**config.mk**
```make
export PLATFORM = sky130hd
export DESIGN_NAME = nibble_sort_ctrl
export DESIGN_NICKNAME = d
export VERILOG_FILES = /design/src/rtl/nibble_sort_pkg.sv /design/src/rtl/nibble_magcomp.sv /design/src/rtl/nibble_sort_ctrl.sv
export SDC_FILE = /design/constraint.sdc
export NUM_CORES = 1
export LEC_CHECK = 0
export ABC_CLOCK_PERIOD_IN_PS = 3380
export CAP_MARGIN = 15
export CELL_PAD_IN_SITES_DETAIL_PLACEMENT = 1
export CELL_PAD_IN_SITES_GLOBAL_PLACEMENT = 1
export CORE_AREA = 2 2 71 73
export CTS_CLUSTER_DIAMETER = 40
export DETAILED_ROUTE_END_ITERATION = 12
export DIE_AREA = 0 0 73 75
export GPL_ROUTABILITY_DRIVEN = 0
export PLACE_DENSITY = 0.88
export SLEW_MARGIN = 25
export SYNTH_ARGS = -nofsm -noshare
export SYNTH_HDL_FRONTEND = slang
export SYNTH_HIERARCHICAL = 1
export SYNTH_SLANG_ARGS = --single-unit
export TNS_END_PERCENT = 20
```
**constraint.sdc**
```tcl
create_clock -name clk -period 3.38 [get_ports clk]
set_input_delay 0.676 -clock clk [delete_from_list [all_inputs] [get_ports clk]]
set_output_delay 0.676 -clock clk [all_outputs]
set_load 0.01 [all_outputs]
```
**src/rtl/nibble_sort_pkg.sv**
```systemverilog
`default_nettype none
// ============================================================================
// Module   : nibble_sort_pkg
// Purpose  : Shared types and constants for the nibble sort controller:
//            FSM state encoding, default block geometry and the index-width
//            helper used to size the word pointers.
// Ports    : none (package)
// Options  : SORT_SWAP_COUNT_EN (consumed by nibble_sort_ctrl)
// Revision : 1.0 - initial release
// ============================================================================
package nibble_sort_pkg;

    typedef enum logic [1:0] {
        ST_LOAD  = 2'd0,
        ST_SORT  = 2'd1,
        ST_DRAIN = 2'd2
    } state_t;

    localparam int DEF_WIDTH = 4;
    localparam int DEF_DEPTH = 4;

    // Pointer width for a block of 'depth' words.
    function automatic int idx_width(input int depth);
        return $clog2(depth);
    endfunction

endpackage : nibble_sort_pkg
`default_nettype wire

```
**src/rtl/nibble_magcomp.sv**
```systemverilog
`default_nettype none
// ============================================================================
// Module   : nibble_magcomp
// Purpose  : Combinational unsigned magnitude comparator. Exactly one of
//            greater/less/equal is high for any pair of operands.
// Ports    : a_i, b_i        - WIDTH-bit operands
//            greater_o       - a_i >  b_i
//            less_o          - a_i <  b_i
//            equal_o         - a_i == b_i
// Revision : 1.0 - initial release
// ============================================================================
module nibble_magcomp #(
    parameter int WIDTH = 4
) (
    input  logic [WIDTH-1:0] a_i,
    input  logic [WIDTH-1:0] b_i,
    output logic             greater_o,
    output logic             less_o,
    output logic             equal_o
);

    assign greater_o = (a_i >  b_i);
    assign less_o    = (a_i <  b_i);
    assign equal_o   = (a_i == b_i);

endmodule : nibble_magcomp
`default_nettype wire

```
**src/rtl/nibble_sort_ctrl.sv**
```systemverilog
`default_nettype none
// ============================================================================
// Module   : nibble_sort_ctrl
// Purpose  : Loads a block of DEPTH words over a valid/ready port, bubble
//            sorts it in place with one shared comparator (one compare per
//            cycle, fixed schedule, stable), then drains it ascending over a
//            valid/ready port.
// Ports    : clk, rst_n            - clock, async active-low reset
//            in_valid_i/in_ready_o/in_data_i    - load port
//            out_valid_o/out_ready_i/out_data_o/out_last_o - drain port
//            busy_o                - high while sorting or draining
//            swap_count_o          - swaps in last sort (option only)
// Options  : SORT_SWAP_COUNT_EN - adds the saturating swap counter and port
// Revision : 1.0 - initial release
// ============================================================================
module nibble_sort_ctrl
    import nibble_sort_pkg::*;
#(
    parameter int WIDTH = DEF_WIDTH,
    parameter int DEPTH = DEF_DEPTH
) (
    input  logic             clk,
    input  logic             rst_n,
    input  logic             in_valid_i,
    output logic             in_ready_o,
    input  logic [WIDTH-1:0] in_data_i,
    output logic             out_valid_o,
    input  logic             out_ready_i,
    output logic [WIDTH-1:0] out_data_o,
    output logic             out_last_o,
    output logic             busy_o
`ifdef SORT_SWAP_COUNT_EN
    ,
    output logic [7:0]       swap_count_o
`endif
);

    localparam int             IW       = idx_width(DEPTH);
    localparam logic [IW-1:0]  LAST_IDX = IW'(DEPTH - 1);
    localparam logic [IW-1:0]  LAST_CMP = IW'(DEPTH - 2);

    state_t            state_q, state_d;
    logic [WIDTH-1:0]  mem_q [DEPTH];
    logic [IW-1:0]     wr_q, rd_q, p_q, i_q;
    logic [IW-1:0]     w_i_nxt;
    logic [WIDTH-1:0]  w_a, w_b;
    logic              w_gt, w_lt, w_eq, w_swap;
    logic              w_in_hs, w_out_hs, w_load_done, w_sort_done;

    // Shared comparator always looks at the current adjacent pair.
    assign w_i_nxt = i_q + 1'b1;
    assign w_a     = mem_q[i_q];
    assign w_b     = mem_q[w_i_nxt];

    nibble_magcomp #(.WIDTH(WIDTH)) u_cmp (
        .a_i       (w_a),
        .b_i       (w_b),
        .greater_o (w_gt),
        .less_o    (w_lt),
        .equal_o   (w_eq)
    );

    // Swap only on a strict greater; equal keeps order, so the sort is stable.
    assign w_swap = (state_q == ST_SORT) && w_gt && !w_lt && !w_eq;

    assign w_in_hs     = in_valid_i && (state_q == ST_LOAD);
    assign w_out_hs    = out_ready_i && (state_q == ST_DRAIN);
    assign w_load_done = w_in_hs && (wr_q == LAST_IDX);
    assign w_sort_done = (state_q == ST_SORT) && (p_q == LAST_CMP) && (i_q == LAST_CMP);

    // ---------------- FSM ----------------
    always_ff @(posedge clk or negedge rst_n) begin
        if (!rst_n) state_q <= ST_LOAD;
        else        state_q <= state_d;
    end

    always_comb begin
        state_d = state_q;
        case (state_q)
            ST_LOAD:  if (w_load_done) state_d = ST_SORT;
            ST_SORT:  if (w_sort_done) state_d = ST_DRAIN;
            ST_DRAIN: if (w_out_hs && (rd_q == LAST_IDX)) state_d = ST_LOAD;
            default:  state_d = ST_LOAD;
        endcase
    end

    // ---------------- Datapath ----------------
    always_ff @(posedge clk or negedge rst_n) begin
        if (!rst_n) begin
            for (int k = 0; k < DEPTH; k++) mem_q[k] <= '0;
            wr_q <= '0;
            rd_q <= '0;
            p_q  <= '0;
            i_q  <= '0;
        end else begin
            if (w_in_hs) begin
                mem_q[wr_q] <= in_data_i;
                wr_q        <= (wr_q == LAST_IDX) ? '0 : wr_q + 1'b1;
            end
            if (state_q == ST_SORT) begin
                if (w_swap) begin
                    mem_q[i_q]     <= w_b;
                    mem_q[w_i_nxt] <= w_a;
                end
                // Inner index wraps each pass; pass counter wraps after the last pass.
                if (i_q == LAST_CMP) begin
                    i_q <= '0;
                    p_q <= (p_q == LAST_CMP) ? '0 : p_q + 1'b1;
                end else begin
                    i_q <= w_i_nxt;
                end
            end
            if (w_out_hs) begin
                rd_q <= (rd_q == LAST_IDX) ? '0 : rd_q + 1'b1;
            end
        end
    end

    // ---------------- Outputs ----------------
    assign in_ready_o  = (state_q == ST_LOAD);
    assign out_valid_o = (state_q == ST_DRAIN);
    assign out_data_o  = (state_q == ST_DRAIN) ? mem_q[rd_q] : '0;
    assign out_last_o  = (state_q == ST_DRAIN) && (rd_q == LAST_IDX);
    assign busy_o      = (state_q == ST_SORT) || (state_q == ST_DRAIN);

`ifdef SORT_SWAP_COUNT_EN
    logic [7:0] swap_cnt_q;

    // Cleared on the edge that enters SORT; held until the next sort starts.
    always_ff @(posedge clk or negedge rst_n) begin
        if (!rst_n)                                 swap_cnt_q <= '0;
        else if (w_load_done)                       swap_cnt_q <= '0;
        else if (w_swap && (swap_cnt_q != 8'hFF))   swap_cnt_q <= swap_cnt_q + 8'd1;
    end

    assign swap_count_o = swap_cnt_q;
`endif

endmodule : nibble_sort_ctrl
`default_nettype wire
```
==> impl_results.md, run 1 <==
- RSZ-0062 raised after global routing: false
- GRT Overall Usage: 25.3%
- Min Hold Slack: 573 ps
- # hold bufs at CTS: 0
- Reg power frac: a little under a quarter
- Via Count: 1844
- CP Cell Sequence: inv_1, ha_1, mux4_2, inv_1, ha_1, a21oi_1, and2_1, and4bb_4, a221oi_1, a211oi_1
- First-pass GRT wire length: ~10000 um
- Post-synthesis instance area: 0.00215 sq mm
- Number of antenna repair diodes: 0
- Drt total wl: 6280 um
- Worst Hold Class: reg2reg
- Hold path depth: 1
- Maximum vdd drop: 0.000443 V
- Resize count post-CTS: 0
- Syn Inst Count: 195
- Comb pwr share: 67.1%
- Mapped Nets: 221
- Synth warn: 6
- MaxCap Viol Count: 0
- Leakage: 0.942 nW
- DRC Markers: 0
- Layout cell share with drive strength beyond 1: 18.6%
- Die area: around 0.0055 sq mm
- Register area share after synthesis: 30.3%
- Mapped Avg Cell Area: approximately 11 sq um
- Sw Share: 46.6%
- Clock Tree Root: clkbuf_8
- DRT antenna net count: 0
- Net Switching: 1.36 mW
- Detailed placer's ending HPWL: 4700 um
- CP required: 3510 ps
- TritonCTS Buffers: 3
- Setup CP Type: reg2reg
- # IOs: 16
- Vias in the first global route: around 1900
- H-tree levels: 1
- Max stage delay on crit path: 530 ps
- Worst R2R Path Depth: 10
- Fill count: 497
- Total Power: 2.92 mW
- First-pass DRT Iterations: 5
- Synthesized flop and latch total: 26
- Layout Skew: 10.8 ps
- FMAX: roughly 320 MHz
- Worst Path Arrival: ~3300 ps
- Core ar.: roughly 0.0047 sq mm
- Final slew viol count: 0
- CP Launch Type: register
- Critical-path top delay cell: dfrtp_1
- WL per Instance: roughly 24 um
- Critical path capture point type: register
- Number of DRC markers in iteration 0: 130
- Clock power frac: roughly 9.1%
- Number of enable flip-flop cells after synthesis: 0
- Rel. slew slack: 65.6%
- Net count, final: ~240
- Final Cycle Share: 93.1%
- Internal: 1.56 mW
- Clock Sinks: 26
- GRT overflow: 0
- Initial Util: 46.0%
- I/O Buffers: 15
- PwrDens: 1210 mW/mm^2
- Area grow syn2layout: 12.3%
- Hold Vio Cnt, Final: 0
- Status: completed
- Asr flop ratio synth: 100%
- Via/cell ratio: roughly 7
- Clk Latency, worst-skew pair: 280 ps
- Crit path max fanout: 16
- Cell Rows: 25
- Antenna violations before repair: 0
- Min cycle time layout: 3150 ps
- Clock slew at reported path FFs: ~100 ps
- Worst-margin pin slew: 516 ps
- Dpl ws: 194 ps
- Setup Viol. Count Final: 0
- Max Root-Sink Buffers: 2
- Setup TNS: 0 ps
- Die Y: 75 um
- Top_reg_cell synth: dfrtp_1
- Die width: 73 um
- Final WS setup: 234 ps
- Setup Fix Bufs, Post-CTS: 0
- Largest net degree at the start of global routing: 27
- TritonCTS clock tree: built
- Post-synth cell types: 32
flip-flops by register name (all words and copies together) (netlist names):
name	flops
i_q	2
state_q	2
p_q	2
mem_q	16
wr_q	2
rd_q	2
layout by cell type, fill, tap and decap left out:
master,instances
and2_1,6
a221oi_1,16
nand2_1,10
nor2b_1,4
nor2_2,4
clkbuf_8,3
nand4bb_1,1
a211oi_1,16
a222oi_1,1
and4_1,16
nor3b_1,16
dfrtp_1,26
or2_2,4
nor2_1,3
a21o_1,1
clkdlybuf4s50_1,15
nor3_1,1
buf_4,5
a21oi_1,1
nand2b_1,1
mux4_2,12
nor2b_4,1
o21ai_0,3
nand3_1,5
and4bb_4,1
o21bai_4,1
nand3b_1,1
inv_1,10
ha_1,18
a21oi_2,1
mux2_2,6
bufinv_16,1
layer usage:
layer  global-route usage, %  vias up  wire length [um]
li1                        -      806                 -
met5                       0        -                 0
met3                    5.09       16               414
met1                    33.1      944              2610
met4                    8.44        0               123
met2                    42.1       78              3130
final cells by class:
| type | count | area (sq um) | area share (%) |
|---|---|---|---|
| clock inverters | 1 | 30.0 | 1.25 |
| clock buffers | 3 | 41.3 | 1.71 |
| flip-flops and latches | 26 | 651 | 27.0 |
| well taps | 54 | 67.6 | 2.80 |
| multi-input cells | 150 | 1400 | 57.9 |
| inverters | 10 | 37.5 | 1.56 |
| repair buffers | 20 | 188 | 7.79 |
cell families (layout without fill, tap and decap cells):
| kind of cell | Yosys count | in the layout | synth area share (%) |
|---|---|---|---|
| buf+inv | 19 | 34 | 4.84 |
| flops | 26 | 26 | 30.3 |
| mux | 18 | 18 | 15.7 |
| fa+ha+maj | 18 | 18 | 10.5 |
| compound gates | 40 | 40 | 15.2 |
| simple gates | 74 | 74 | 23.4 |
worst max-delay path, delay by kind of cell (launching register included):
family | cells | cell delay (ps)
buffers and inverters | 2 | 220
and+or+nand+nor | 2 | 430
AOI/OAI and AO/OA | 3 | 830
DFF | 1 | 530
muxes | 1 | 370
adders and majority gates | 2 | 640
synthesized netlist by cell type (4+ instances only):
cell	instances	area (sq um)
nor2_2	4	25.0
mux2_2	6	67.6
mux4_2	12	270
a211oi_1	16	120
nand2_1	10	37.5
ha_1	18	225
nand3_1	5	25.0
nor2b_1	4	25.0
a221oi_1	16	140
and4_1	16	140
inv_1	10	37.5
and2_1	6	37.5
or2_2	4	25.0
nor3b_1	16	120
dfrtp_1	26	651
path summary, 6_finish.rpt:
path,from,slack [ps],end
max in group asynchronous,rst_n,2350,mem_q[4]
setup reg to reg,i_q[1],230,mem_q[7]
hold reg to reg,state_q[1],570,state_q[1]
setup / recovery,i_q[1],230,mem_q[7]
min in group asynchronous,rst_n,770,mem_q[3]
hold / removal,state_q[1],570,state_q[1]
stage by stage:
stage / instances / area, sq um / utilization, %
floorplan: 195 / 2150 / -
global placement: 260 / 2330 / 50.1
detailed placement: 260 / 2330 / 50.1
CTS: 264 / 2410 / 51.6
global route: 264 / 2410 / 51.7
finish: 264 / 2410 / 51.7
power by group through the flow:
stage | sequential (mW) | combinational [mW] | clock (mW)
detailed placement | 0.696 | 1.91 | 0
floorplan | 0.599 | 1.51 | 0
CTS | 0.689 | 1.94 | 0.265
finish | 0.696 | 1.96 | 0.265
global placement | 0.674 | 1.83 | 0
global route | 0.715 | 2.14 | 0.282
No activity file was read; power rests on OpenSTA's default activity.
==> run 2, diff against run 1 <==
--- a/config.mk
+++ b/config.mk
@@ -5,19 +5,19 @@
 export SDC_FILE = /design/constraint.sdc
 export NUM_CORES = 1
 export LEC_CHECK = 0
+export ABC_AREA = 1
 export ABC_CLOCK_PERIOD_IN_PS = 3380
 export CAP_MARGIN = 15
 export CELL_PAD_IN_SITES_DETAIL_PLACEMENT = 1
 export CELL_PAD_IN_SITES_GLOBAL_PLACEMENT = 1
-export CORE_AREA = 2 2 71 73
+export CORE_AREA = 2 2 76 78
 export CTS_CLUSTER_DIAMETER = 40
 export DETAILED_ROUTE_END_ITERATION = 12
-export DIE_AREA = 0 0 73 75
+export DIE_AREA = 0 0 78 80
 export GPL_ROUTABILITY_DRIVEN = 0
 export PLACE_DENSITY = 0.88
 export SLEW_MARGIN = 25
 export SYNTH_ARGS = -nofsm -noshare
 export SYNTH_HDL_FRONTEND = slang
-export SYNTH_HIERARCHICAL = 1
 export SYNTH_SLANG_ARGS = --single-unit
 export TNS_END_PERCENT = 20
==> run 2 against run 1 <==
Critical path depth is 1 higher. Core utilization is 6.6 points lower. Synthesized cell count is 77% higher. Die area is 14% higher. Register-to-register slack better by 310 ps. Sequential share of layout area is 0.33 points lower.
==> impl_results.md, run 2 <==
- Status: completed
- Setup CP Type: reg2reg
- Critical path capture point type: register
- Post-synth cell types: 18
- Hold path depth: 2
- Final instance area: ~0.0024 sq mm
- RSZ-0062 raised after global routing: false
- First-pass GRT wire length: around 12000 um
- Synth area leader: dfrtp_1
- Setup TNS: 0 ps
- Hold_sp: p_q[0]
- Syn Inst Count: 346
- Clock slew at reported path FFs: approximately 100 ps
- Post-synthesis instance area: 0.00220 sq mm
- Setup Fix Bufs, Post-CTS: 0
- RR Endpoint: mem_q[5]
- Min Hold Slack: 552 ps
- Cell Rows: 27
- Placed Cells: roughly 430
- RR Startpoint: i_q[1]
- # hold bufs at CTS: 0
- Final Non-Filler Cells: 430
- Largest net degree at the start of global routing: 27
- DRT antenna net count: 0
- GRT Overall Usage: 24.5%
- Number of enable flip-flop cells after synthesis: 0
- Top-count cell post-synth: nand2_1
- Commonest cells post-synth: nand2_1 (140), nand3_1 (54), o21ai_0 (32)
- Vias in the first global route: 2373
- Mapped Avg Cell Area: 6.36 sq um
- Mapped Nets: between 300 and 400
- Reg with most FFs: mem_q
- Crit path max fanout: 7
- Die area: 0.00624 sq mm
- Setup Viol. Count Final: 0
- GRT overflow: 0
- Worst-margin pin slew: 457 ps
- Die Y: 80 um
- Drt total wl: 7180 um
- MaxCap Viol Count: 0
- TritonCTS clock tree: built
- WL per Instance: between 15 and 20 um
- Final slew viol count: 0
- Worst Hold Class: reg2reg
- Clock Tree Root: clkbuf_8
- Min cycle time layout: 2830 ps
- Core ar.: between 0.005 and 0.006 sq mm
- Die width: 78 um
- Number of DRC markers in iteration 0: ~190
- Net count, final: roughly 380
- Commonest cells after routing, fill and taps aside: nand2_1 (140), nand3_1 (54), o21ai_0 (32), inv_1 (30), dfrtp_1 (26)
- Dpl cell area: 0.00238 sq mm
- Clk Latency, worst-skew pair: around 280 ps
- Synth warn: 0
- Register area share after synthesis: between 20 and 30%
- H-tree levels: 1
- Final Cycle Share: 83.8%
- CP Launch Type: register
- # IOs: 16
- Via/cell ratio: approximately 5.4
- Number of antenna repair diodes: 0
- Rel. slew slack: a little over two thirds
- Area grow syn2layout: 10.9%
- Asr flop ratio synth: 100%
- Max reg flops: 16
- Clock Sinks: 26
- Max Root-Sink Buffers: 2
- Detailed placer's ending HPWL: around 5400 um
- I/O Buffers: 15
- Initial Util: 40.7%
- Hold Vio Cnt, Final: 0
- FMAX: 353 MHz
- Most common cell after layout, fill and taps aside: nand2_1
- Worst Path Arrival: 3050 ps
- Worst R2R Path Depth: 11
- CP required: 3600 ps
- Top_reg_cell synth: dfrtp_1
- R2R setup slack: between 500 and 600 ps
- Synthesized flop and latch total: 26
- Layout cell share with drive strength beyond 1: 4.75%
- Resize count post-CTS: 0
- TritonCTS Buffers: 3
- Via Count: 2339
- Post-synth top area share: 29.6%
- Layout Skew: approximately 2.9 ps
- First-pass DRT Iterations: 4
- Synth area leaders: dfrtp_1 (30%), nand2_1 (24%), nand3_1 (12%), ha_1 (9.1%), o21ai_0 (7.3%)
- DRC Markers: 0
- Antenna violations before repair: 0
- WHS Endpoint: p_q[1]
## run 2: changes by cell type in the layout (fill, tap and decap cells not counted), moves of 5 or more
cell | before | now
nand3_1 | 5 | 54
nor3b_1 | 16 | 0
and4_1 | 16 | 0
and2_1 | 6 | 1
a211oi_1 | 16 | 0
o21ai_0 | 3 | 32
mux4_2 | 12 | 0
a21oi_1 | 1 | 7
inv_1 | 10 | 30
a221oi_1 | 16 | 0
nand2_1 | 10 | 140
mux2_2 | 6 | 0
nor2_1 | 3 | 19
## run 2: worst max-delay path: stages, from the launching register on
cell	delay, ps
dfrtp_1	470
inv_1	180
ha_1	420
inv_1	120
nand3_1	230
nand2_1	110
ha_1	300
a21oi_1	290
nand2_1	170
nand3_1	250
nand2_1	130
nand2_1	100
## run 2: cells by family after synthesis
group / share of synthesized area (%)
adders and majority gates: 9.10
DFF: 29.6
and+or+nand+nor: 42.2
buffers and inverters: 8.87
AOI/OAI and AO/OA: 10.2
## run 2: worst max path at each step
stage	start	to	slack, ps	cells after the start
after global placement	i_q[1]	mem_q[1]	760	12
after floorplan	i_q[0]	mem_q[10]	990	14
after CTS	i_q[1]	mem_q[1]	550	12
final	i_q[1]	mem_q[5]	550	11
after detailed placement	i_q[1]	mem_q[1]	620	12
after global routing	i_q[1]	mem_q[1]	390	12
## run 2: cell type report
class / count / area [sq um]
fill: 755 / 2970
multi-input combinational: 279 / 1350
sequential: 26 / 651
timing repair buffer: 17 / 165
inverter: 32 / 125
tap: 72 / 90.1
clock buffer: 4 / 55.1
## run 2: stage by stage
stage | util (%) | setup WS (ps)
6_report | 45.1 | 546
2_1_floorplan | - | 988
3_5_place_dp | 44.1 | 617
5_1_grt | 45.1 | 388
4_1_cts | 45.1 | 550
3_3_place_gp | 44.1 | 758
## run 2: metal layers
layer / wire length, um / track usage, %
met1: 3140 / 32.3
met2: 3430 / 41.9
met3: 446 / 2.49
met4: 164 / 8.25
met5: 0 / 0
Power of run 2 is left out: the tool's default activity adds up to more than one toggle a clock period on the data nets, which glitch-free logic cannot reach.
